$ cat src/rtl/scan_display_n.sv
// Multiplexed N-digit display scanner with per-frame input snapshot and blanking.
// Optional leading-zero suppression is enabled by defining SCAN_LZ_SUPPRESS_EN.
module scan_display_n #(
    parameter  int NUM_DIGITS = 4,
    parameter  int DIGIT_W    = 4,
    parameter  int PRESCALE   = 1,
    localparam int IDX_W      = (NUM_DIGITS > 1) ? $clog2(NUM_DIGITS) : 1
) (
    input  logic                          scan_clk,
    input  logic                          rst,
    input  logic                          en,
    input  logic [NUM_DIGITS*DIGIT_W-1:0] num_in,
    input  logic [NUM_DIGITS-1:0]         blank_mask,
    output logic [DIGIT_W-1:0]            num_out,
    output logic [IDX_W-1:0]              index,
    output logic [NUM_DIGITS-1:0]         digit_en,
    output logic                          frame_done
);

    localparam int                PS_W     = (PRESCALE > 1) ? $clog2(PRESCALE) : 1;
    localparam logic [PS_W-1:0]   PS_LAST  = PS_W'(PRESCALE - 1);
    localparam logic [IDX_W-1:0]  IDX_LAST = IDX_W'(NUM_DIGITS - 1);

    logic [PS_W-1:0]               presc;
    logic [NUM_DIGITS*DIGIT_W-1:0] snap_num;
    logic [NUM_DIGITS-1:0]         snap_blank;

    logic                          step;
    logic                          wrap;
    logic [IDX_W-1:0]              idx_nx;
    logic [NUM_DIGITS*DIGIT_W-1:0] src_num;
    logic [NUM_DIGITS-1:0]         src_blank;
    logic [NUM_DIGITS-1:0]         dark;
    logic [DIGIT_W-1:0]            digit_nx;
    logic [NUM_DIGITS-1:0]         den_nx;

    // On the wrap edge digit 0 is taken from the live inputs being captured,
    // so every digit of a frame comes from the same capture.
    always_comb begin
        step      = en && (presc == PS_LAST);
        idx_nx    = (index == IDX_LAST) ? '0 : index + 1'b1;
        wrap      = step && (idx_nx == '0);
        src_num   = wrap ? num_in : snap_num;
        src_blank = wrap ? blank_mask : snap_blank;
        digit_nx  = src_num[idx_nx*DIGIT_W +: DIGIT_W];
    end

`ifdef SCAN_LZ_SUPPRESS_EN
    logic [NUM_DIGITS-1:0] lz_dark;
    logic                  all_zero;

    // Scan from the top digit down; digit 0 is never suppressed.
    always_comb begin
        lz_dark  = '0;
        all_zero = 1'b1;
        for (int unsigned k = 0; k < NUM_DIGITS - 1; k++) begin
            all_zero = all_zero && (src_num[(NUM_DIGITS-1-k)*DIGIT_W +: DIGIT_W] == '0);
            lz_dark[NUM_DIGITS-1-k] = all_zero;
        end
    end

    always_comb dark = src_blank | lz_dark;
`else
    always_comb dark = src_blank;
`endif

    always_comb begin
        den_nx = '0;
        if (!dark[idx_nx])
            den_nx = NUM_DIGITS'(1) << idx_nx;
    end

    always_ff @(posedge scan_clk) begin
        if (rst) begin
            presc      <= '0;
            index      <= IDX_LAST;
            num_out    <= '0;
            digit_en   <= '0;
            frame_done <= 1'b0;
            snap_num   <= '0;
            snap_blank <= '0;
        end else begin
            frame_done <= 1'b0;
            if (en)
                presc <= step ? '0 : presc + 1'b1;
            if (step) begin
                index    <= idx_nx;
                num_out  <= digit_nx;
                digit_en <= den_nx;
                if (wrap) begin
                    snap_num   <= num_in;
                    snap_blank <= blank_mask;
                    frame_done <= 1'b1;
                end
            end
        end
    end

endmodule

$ cat config.mk
export PLATFORM = sky130hd
export DESIGN_NAME = scan_display_n
export DESIGN_NICKNAME = d
export VERILOG_FILES = /design/src/rtl/scan_display_n.sv
export SDC_FILE = /design/constraint.sdc
export NUM_CORES = 1
export LEC_CHECK = 0
export CAP_MARGIN = 20
export CORE_MARGIN = 5
export CORE_UTILIZATION = 39
export DETAILED_ROUTE_END_ITERATION = 12
export HOLD_SLACK_MARGIN = 0.15
export PLACE_DENSITY = 0.69
export SYNTH_ARGS = -nofsm -noshare
export SYNTH_HDL_FRONTEND = slang
export SYNTH_SLANG_ARGS = --single-unit
$ cat constraint.sdc
create_clock -name scan_clk -period 2.67 [get_ports scan_clk]
set_clock_uncertainty 0.15 [all_clocks]
set_input_delay 0.6675 -clock scan_clk [delete_from_list [all_inputs] [get_ports scan_clk]]
set_output_delay 0.6675 -clock scan_clk [all_outputs]
set_load 0.05 [all_outputs]
==> flow_metrics.env, run 1 <==
export IMPL_diodes=0
export IMPL_syn_inst=127
export IMPL_insertion_delay_ns=0.32
export IMPL_cp_slowest_cell="clkdlybuf4s50_1"
export IMPL_nNetsFinal=192
export IMPL_fmax_mhz=411
export IMPL_period_needed_ns=2.43
export IMPL_hold_path_class="flip-flop to flip-flop"
export IMPL_antenna_found_initial=0
export IMPL_ioPinCount=34
export IMPL_slowest_delay_ns=0.85
export IMPL_cts_setup_buffers=0
export IMPL_fill_cells=307
export IMPL_hold_buffers=0
export IMPL_relSlewSlack=0.660
export IMPL_numCtsBuffers=5
export IMPL_ys_types=23
export IMPL_ys_seq_area_frac=0.463
export IMPL_ys_async_sr_fraction=0
export IMPL_cts_tree="done"
export IMPL_crit_fanout=7
export IMPL_cts_buffer_depth=2
export IMPL_die_h_um=69.6
export IMPL_synth_area_mm2=0.00139
export IMPL_post_route_util=0.538
export IMPL_status="finished clean"
export IMPL_grt_usage=0.124
export IMPL_worstMarginPinSlew_ns=0.508
export IMPL_start_util=0.409
export IMPL_worstSetupPathType="flip-flop to primary output"
export IMPL_antenna_left=0
export IMPL_crit_start="index[0]$_SDFFE_PP1N_"
export IMPL_fin_tns_setup_ns=0
export IMPL_place_gp_congestion=0.771
export IMPL_worstSetupPathDepth=1
export IMPL_path_cells="clkdlybuf4s50_1"
export IMPL_hpwl_um=2000
export IMPL_synth_edf_count=0
export IMPL_post_cts_resized=0
export IMPL_io_buffer_count=33
export IMPL_p_per_area_mw_per_mm2=576
export IMPL_power_leakage_nw=0.781
export IMPL_reg2reg_from="index[0]$_SDFFE_PP1N_"
export IMPL_synth_fa_ha_area_frac=0.0452
export IMPL_finalCritPeriodShare=0.910
export IMPL_critPathTopFamily="buffers and inverters"
export IMPL_areaGrowthSynthToFinish_pct=31.7
export IMPL_synth_area_top_cells="dfxtp_1 (46%), mux2i_1 (12%), mux4_1 (7.6%)"
export IMPL_path_buf_inv=1
export IMPL_setup_slack_ns=0.239
export IMPL_firstDrtPassIters=4
export IMPL_r2r_cells=6
export IMPL_syn_num_nets=155
export IMPL_grt_ovfl_total=0
export IMPL_synthFlopType="dfxtp_1"
export IMPL_synth_top_area_share=0.463
export IMPL_avgSynthCellArea_um2=10.9
export IMPL_rows=21
export IMPL_synth_xor_area_share=0
export IMPL_root_buffer="clkbuf_4"
export IMPL_grt_pass1_wl_um=4710
export IMPL_synth_top_area_cell="dfxtp_1"
export IMPL_drtIter0Drc=47
export IMPL_crit_path_end="index[0]"
export IMPL_placed_cell_area_mm2=0.00177
export IMPL_place_ws_ns=0.0559
export IMPL_synth_commonest_cells="dfxtp_1 (32), nor2_1 (25), mux2i_1 (16)"
export IMPL_die_area_mm2=0.00484
export IMPL_yosys_warnings=0
export IMPL_synth_mux_area_frac=0.232
export IMPL_end_kind="primary output"
export IMPL_reg2reg_to="num_out[1]$_SDFFE_PP0N_"
export IMPL_coreArea_mm2=0.00339
export IMPL_die_w_um=69.6
export IMPL_grt_setup_unrepaired="no"
export IMPL_wl_per_cell_um=12.8
export IMPL_postRouteWirelength_um=2700
export IMPL_worst_ir_drop_vdd_mv=0.358
export IMPL_synth_seq_cells=32
export IMPL_reg2reg_slack_ns=0.50
export IMPL_synth_compound_area_frac=0.0687
export IMPL_cap_violations=0
export IMPL_synth_most_common_cell="dfxtp_1"
export IMPL_grt_max_degree=34
export IMPL_final_max_slew_viol_count=0
export IMPL_drc_errors=0
export IMPL_vias_per_cell=4.95
export IMPL_setup_viol=0
export IMPL_finalInstanceArea_mm2=0.00182
export IMPL_hold_viol_final=0
export IMPL_path_clk_slew_ns=0.10
export IMPL_vias=1044
export IMPL_layout_drive_gt1_share=0.0909
export IMPL_first_global_vias=1033
export IMPL_cp_data_arrival_time_ns=1.61
export IMPL_required_ns=1.85
export IMPL_synth_simple_area_share=0.150
export IMPL_cts_sinks=32
export IMPL_start_kind="flip-flop"
export IMPL_cts_max_level=2
export IMPL_synth_top_family_by_area="multiplexers"
-- through the flow --
stage / total power (W) / cells / hold WS, ns
floorplan: 0.000698 / 127 / 0.279
global placement: 0.000775 / 203 / 0.284
detailed placement: 0.000781 / 203 / 0.293
CTS: 0.00106 / 211 / 0.307
global route: 0.00111 / 211 / 0.322
finish: 0.00105 / 211 / 0.303
-- routing by layer --
layer / wire length [µm] / global-route usage
met1: 1160 / 0.143
met2: 1310 / 0.193
met3: 186 / 0.0580
met4: 37 / 0.0586
met5: 0 / 0
-- report_power, final --
part           leakage, nW  switching, W  internal (W)
sequential           0.262     0.0000140      0.000509
combinational        0.486      0.000126      0.000119
clock               0.0326      0.000153      0.000130
total                0.781      0.000293      0.000757
-- how the worst min path moves through the flow --
stage | startpoint | end | cells after the start
2_1_floorplan | flip-flop | flip-flop | 2
3_3_place_gp | digit_en[2]$_SDFFE_PP0N_ | digit_en[2]$_SDFFE_PP0N_ | 2
3_5_place_dp | flip-flop | flip-flop | 2
4_1_cts | flip-flop | flip-flop | 2
5_1_grt | flip-flop | flip-flop | 2
6_report | flip-flop | flip-flop | 2
-- cell families after synthesis --
kind of cell,after synthesis
and+or+nand+nor,44
DFF,32
muxes,23
AOI/OAI and AO/OA,14
buffers and inverters,9
adders and majority gates,5
-- cell type report --
cell class,instances,area [µm²],area share
timing repair buffer,37,373,0.204
inverter,2,7.51,0.00412
sequential,32,641,0.351
tap,46,57.6,0.0316
multi-input combinational,86,687,0.377
clock buffer,8,58.8,0.0322
-- layout by cell type, fill, tap and decap left out, types with 3 or more instances in the layout --
cell / instances
a211oi_1: 4
a21oi_1: 4
buf_4: 3
clkbuf_4: 5
clkdlybuf4s50_1: 33
dfxtp_1: 32
ha_1: 5
mux2i_1: 16
mux4_1: 4
nand2_1: 8
nand3_1: 4
nand3b_1: 3
nor2_1: 25
o21ai_0: 3
Power figures use the tool's default switching activity.
==> run 2: changes to the inputs <==
--- a/config.mk
+++ b/config.mk
@@ -8,6 +8,7 @@
 export CAP_MARGIN = 20
 export CORE_MARGIN = 5
 export CORE_UTILIZATION = 39
+export CTS_BUF_LIST = sky130_fd_sc_hd__clkbuf_4 sky130_fd_sc_hd__clkbuf_8
 export DETAILED_ROUTE_END_ITERATION = 12
 export HOLD_SLACK_MARGIN = 0.15
 export PLACE_DENSITY = 0.69
==> run 2 against run 1 <==
Effect of this change:
- worst setup slack improved by 0.0070 ns
- sequential share of layout area decreased by 0.14 points
- critical path depth unchanged
- clock power grew 6%
- highest routed layer unchanged
- power is 1.7% higher
- first-iteration DRC count increased by 4.3%
- register-to-register slack barely moved
- final area is 0.41% higher
- hold slack about the same
- non-clock buffer count unchanged
- count of clock-buffer cells in the layout stayed put
==> flow_metrics.env, run 2 (synthesis gave the netlist of run 1 again) <==
export IMPL_io_buffer_count=33
export IMPL_first_global_vias=1043
export IMPL_die_h_um=69.6
export IMPL_finalCritPeriodShare=0.908
export IMPL_critPathTopFamily="buffers and inverters"
export IMPL_cts_buffer_depth=2
export IMPL_crit_fanout=7
export IMPL_dp_cells=203
export IMPL_post_cts_resized=0
export IMPL_reg2reg_from="index[0]$_SDFFE_PP1N_"
export IMPL_final_cell_mix="clkdlybuf4s50_1 (33), dfxtp_1 (32), nor2_1 (25), mux2i_1 (16), nand2_1 (8)"
export IMPL_cp_data_arrival_time_ns=1.61
export IMPL_fin_tns_setup_ns=0
export IMPL_setup_slack_ns=0.246
export IMPL_path_clk_slew_ns=0.10
export IMPL_areaGrowthSynthToFinish_pct=32.2
export IMPL_cts_max_level=2
export IMPL_diodes=0
export IMPL_root_buffer="clkbuf_4"
export IMPL_p_total_w=0.00107
export IMPL_hold_path_class="flip-flop to flip-flop"
export IMPL_cp_slowest_cell="clkdlybuf4s50_1"
export IMPL_worst_ir_drop_vdd_mv=0.359
export IMPL_grt_usage=0.124
export IMPL_start_util=0.409
export IMPL_path_buf_inv=1
export IMPL_vias=1043
export IMPL_setup_viol=0
export IMPL_firstDrtPassIters=4
export IMPL_grt_max_degree=34
export IMPL_cap_violations=0
export IMPL_drtIter0Drc=49
export IMPL_path_cells="clkdlybuf4s50_1"
export IMPL_reg2reg_to="num_out[1]$_SDFFE_PP0N_"
export IMPL_postRouteWirelength_um=2680
export IMPL_status="finished clean"
export IMPL_fmax_mhz=413
export IMPL_vias_per_cell=4.94
export IMPL_rows=21
export IMPL_required_ns=1.85
export IMPL_worstMarginPinSlew_ns=0.508
export IMPL_die_area_mm2=0.00484
export IMPL_drc_errors=0
export IMPL_grt_ovfl_total=0
export IMPL_layout_drive_gt1_share=0.103
export IMPL_cts_setup_buffers=0
export IMPL_die_w_um=69.6
export IMPL_r2r_cells=6
export IMPL_coreArea_mm2=0.00339
export IMPL_insertion_delay_ns=0.32
export IMPL_final_common_cell="clkdlybuf4s50_1"
export IMPL_place_gp_congestion=0.771
export IMPL_place_ws_ns=0.0559
export IMPL_cts_tree="done"
export IMPL_hpwl_um=2000
export IMPL_final_cells=211
export IMPL_numCtsBuffers=5
export IMPL_slowest_delay_ns=0.85
export IMPL_period_needed_ns=2.42
export IMPL_relSlewSlack=0.660
export IMPL_cts_sinks=32
export IMPL_grt_pass1_wl_um=4710
export IMPL_start_kind="flip-flop"
export IMPL_hold_ws_ns=0.303
export IMPL_power_leakage_nw=0.788
export IMPL_grt_setup_unrepaired="no"
export IMPL_nNetsFinal=192
export IMPL_hold_viol_final=0
export IMPL_wl_per_cell_um=12.7
export IMPL_antenna_left=0
export IMPL_p_per_area_mw_per_mm2=583
export IMPL_final_max_slew_viol_count=0
export IMPL_hold_buffers=0
export IMPL_worstSetupPathType="flip-flop to primary output"
export IMPL_hold_depth=2
export IMPL_ioPinCount=34
export IMPL_antenna_found_initial=0
export IMPL_end_kind="primary output"
export IMPL_reg2reg_slack_ns=0.49
run 2: worst max path at each step:
stage	from	to	slack, ns	depth (start not counted)
6_report	index[0]$_SDFFE_PP1N_	index[0]	0.25	1
5_1_grt	index[0]$_SDFFE_PP1N_	index[0]	0.17	1
4_1_cts	index[0]$_SDFFE_PP1N_	index[0]	0.23	1
3_5_place_dp	en	num_out[1]$_SDFFE_PP0N_	0.06	6
3_3_place_gp	en	num_out[3]$_SDFFE_PP0N_	0.1	6
2_1_floorplan	index[0]$_SDFFE_PP1N_	num_out[0]$_SDFFE_PP0N_	0.24	6
run 2: final cells by class:
class	instances	area, µm²
Clock buffer	8	66.3
Fill cell	306	1560
Inverter	2	7.51
Multi-Input combinational cell	86	687
Sequential cell	32	641
Tap cell	46	57.6
Timing Repair Buffer	37	373
run 2: report_power, final:
group / switching [W] / internal [W]
clock: 0.000151 / 0.000150
combinational: 0.000126 / 0.000119
sequential: 0.0000139 / 0.000509
run 2: routing by layer:
layer  part of all wire  global-route usage  vias up
met1               0.43               0.140      484
li1                   -                   -      525
met3              0.065              0.0580        4
met2               0.49               0.196       30
met5                  0                   0        -
met4              0.015              0.0586        0
run 2: worst reg2reg max path: stages (launching register included):
cell	delay, ns
dfxtp_1	0.44
ha_1	0.33
nand3b_4	0.11
buf_12	0.17
mux2i_1	0.15
mux4_1	0.51
a211oi_1	0.23
run 2: metrics by stage:
stage / util / instance area, µm²
CTS: 0.540 / 1830
finish: 0.540 / 1830
detailed placement: 0.521 / 1770
global route: 0.540 / 1830
floorplan: - / 1390
global placement: 0.521 / 1770
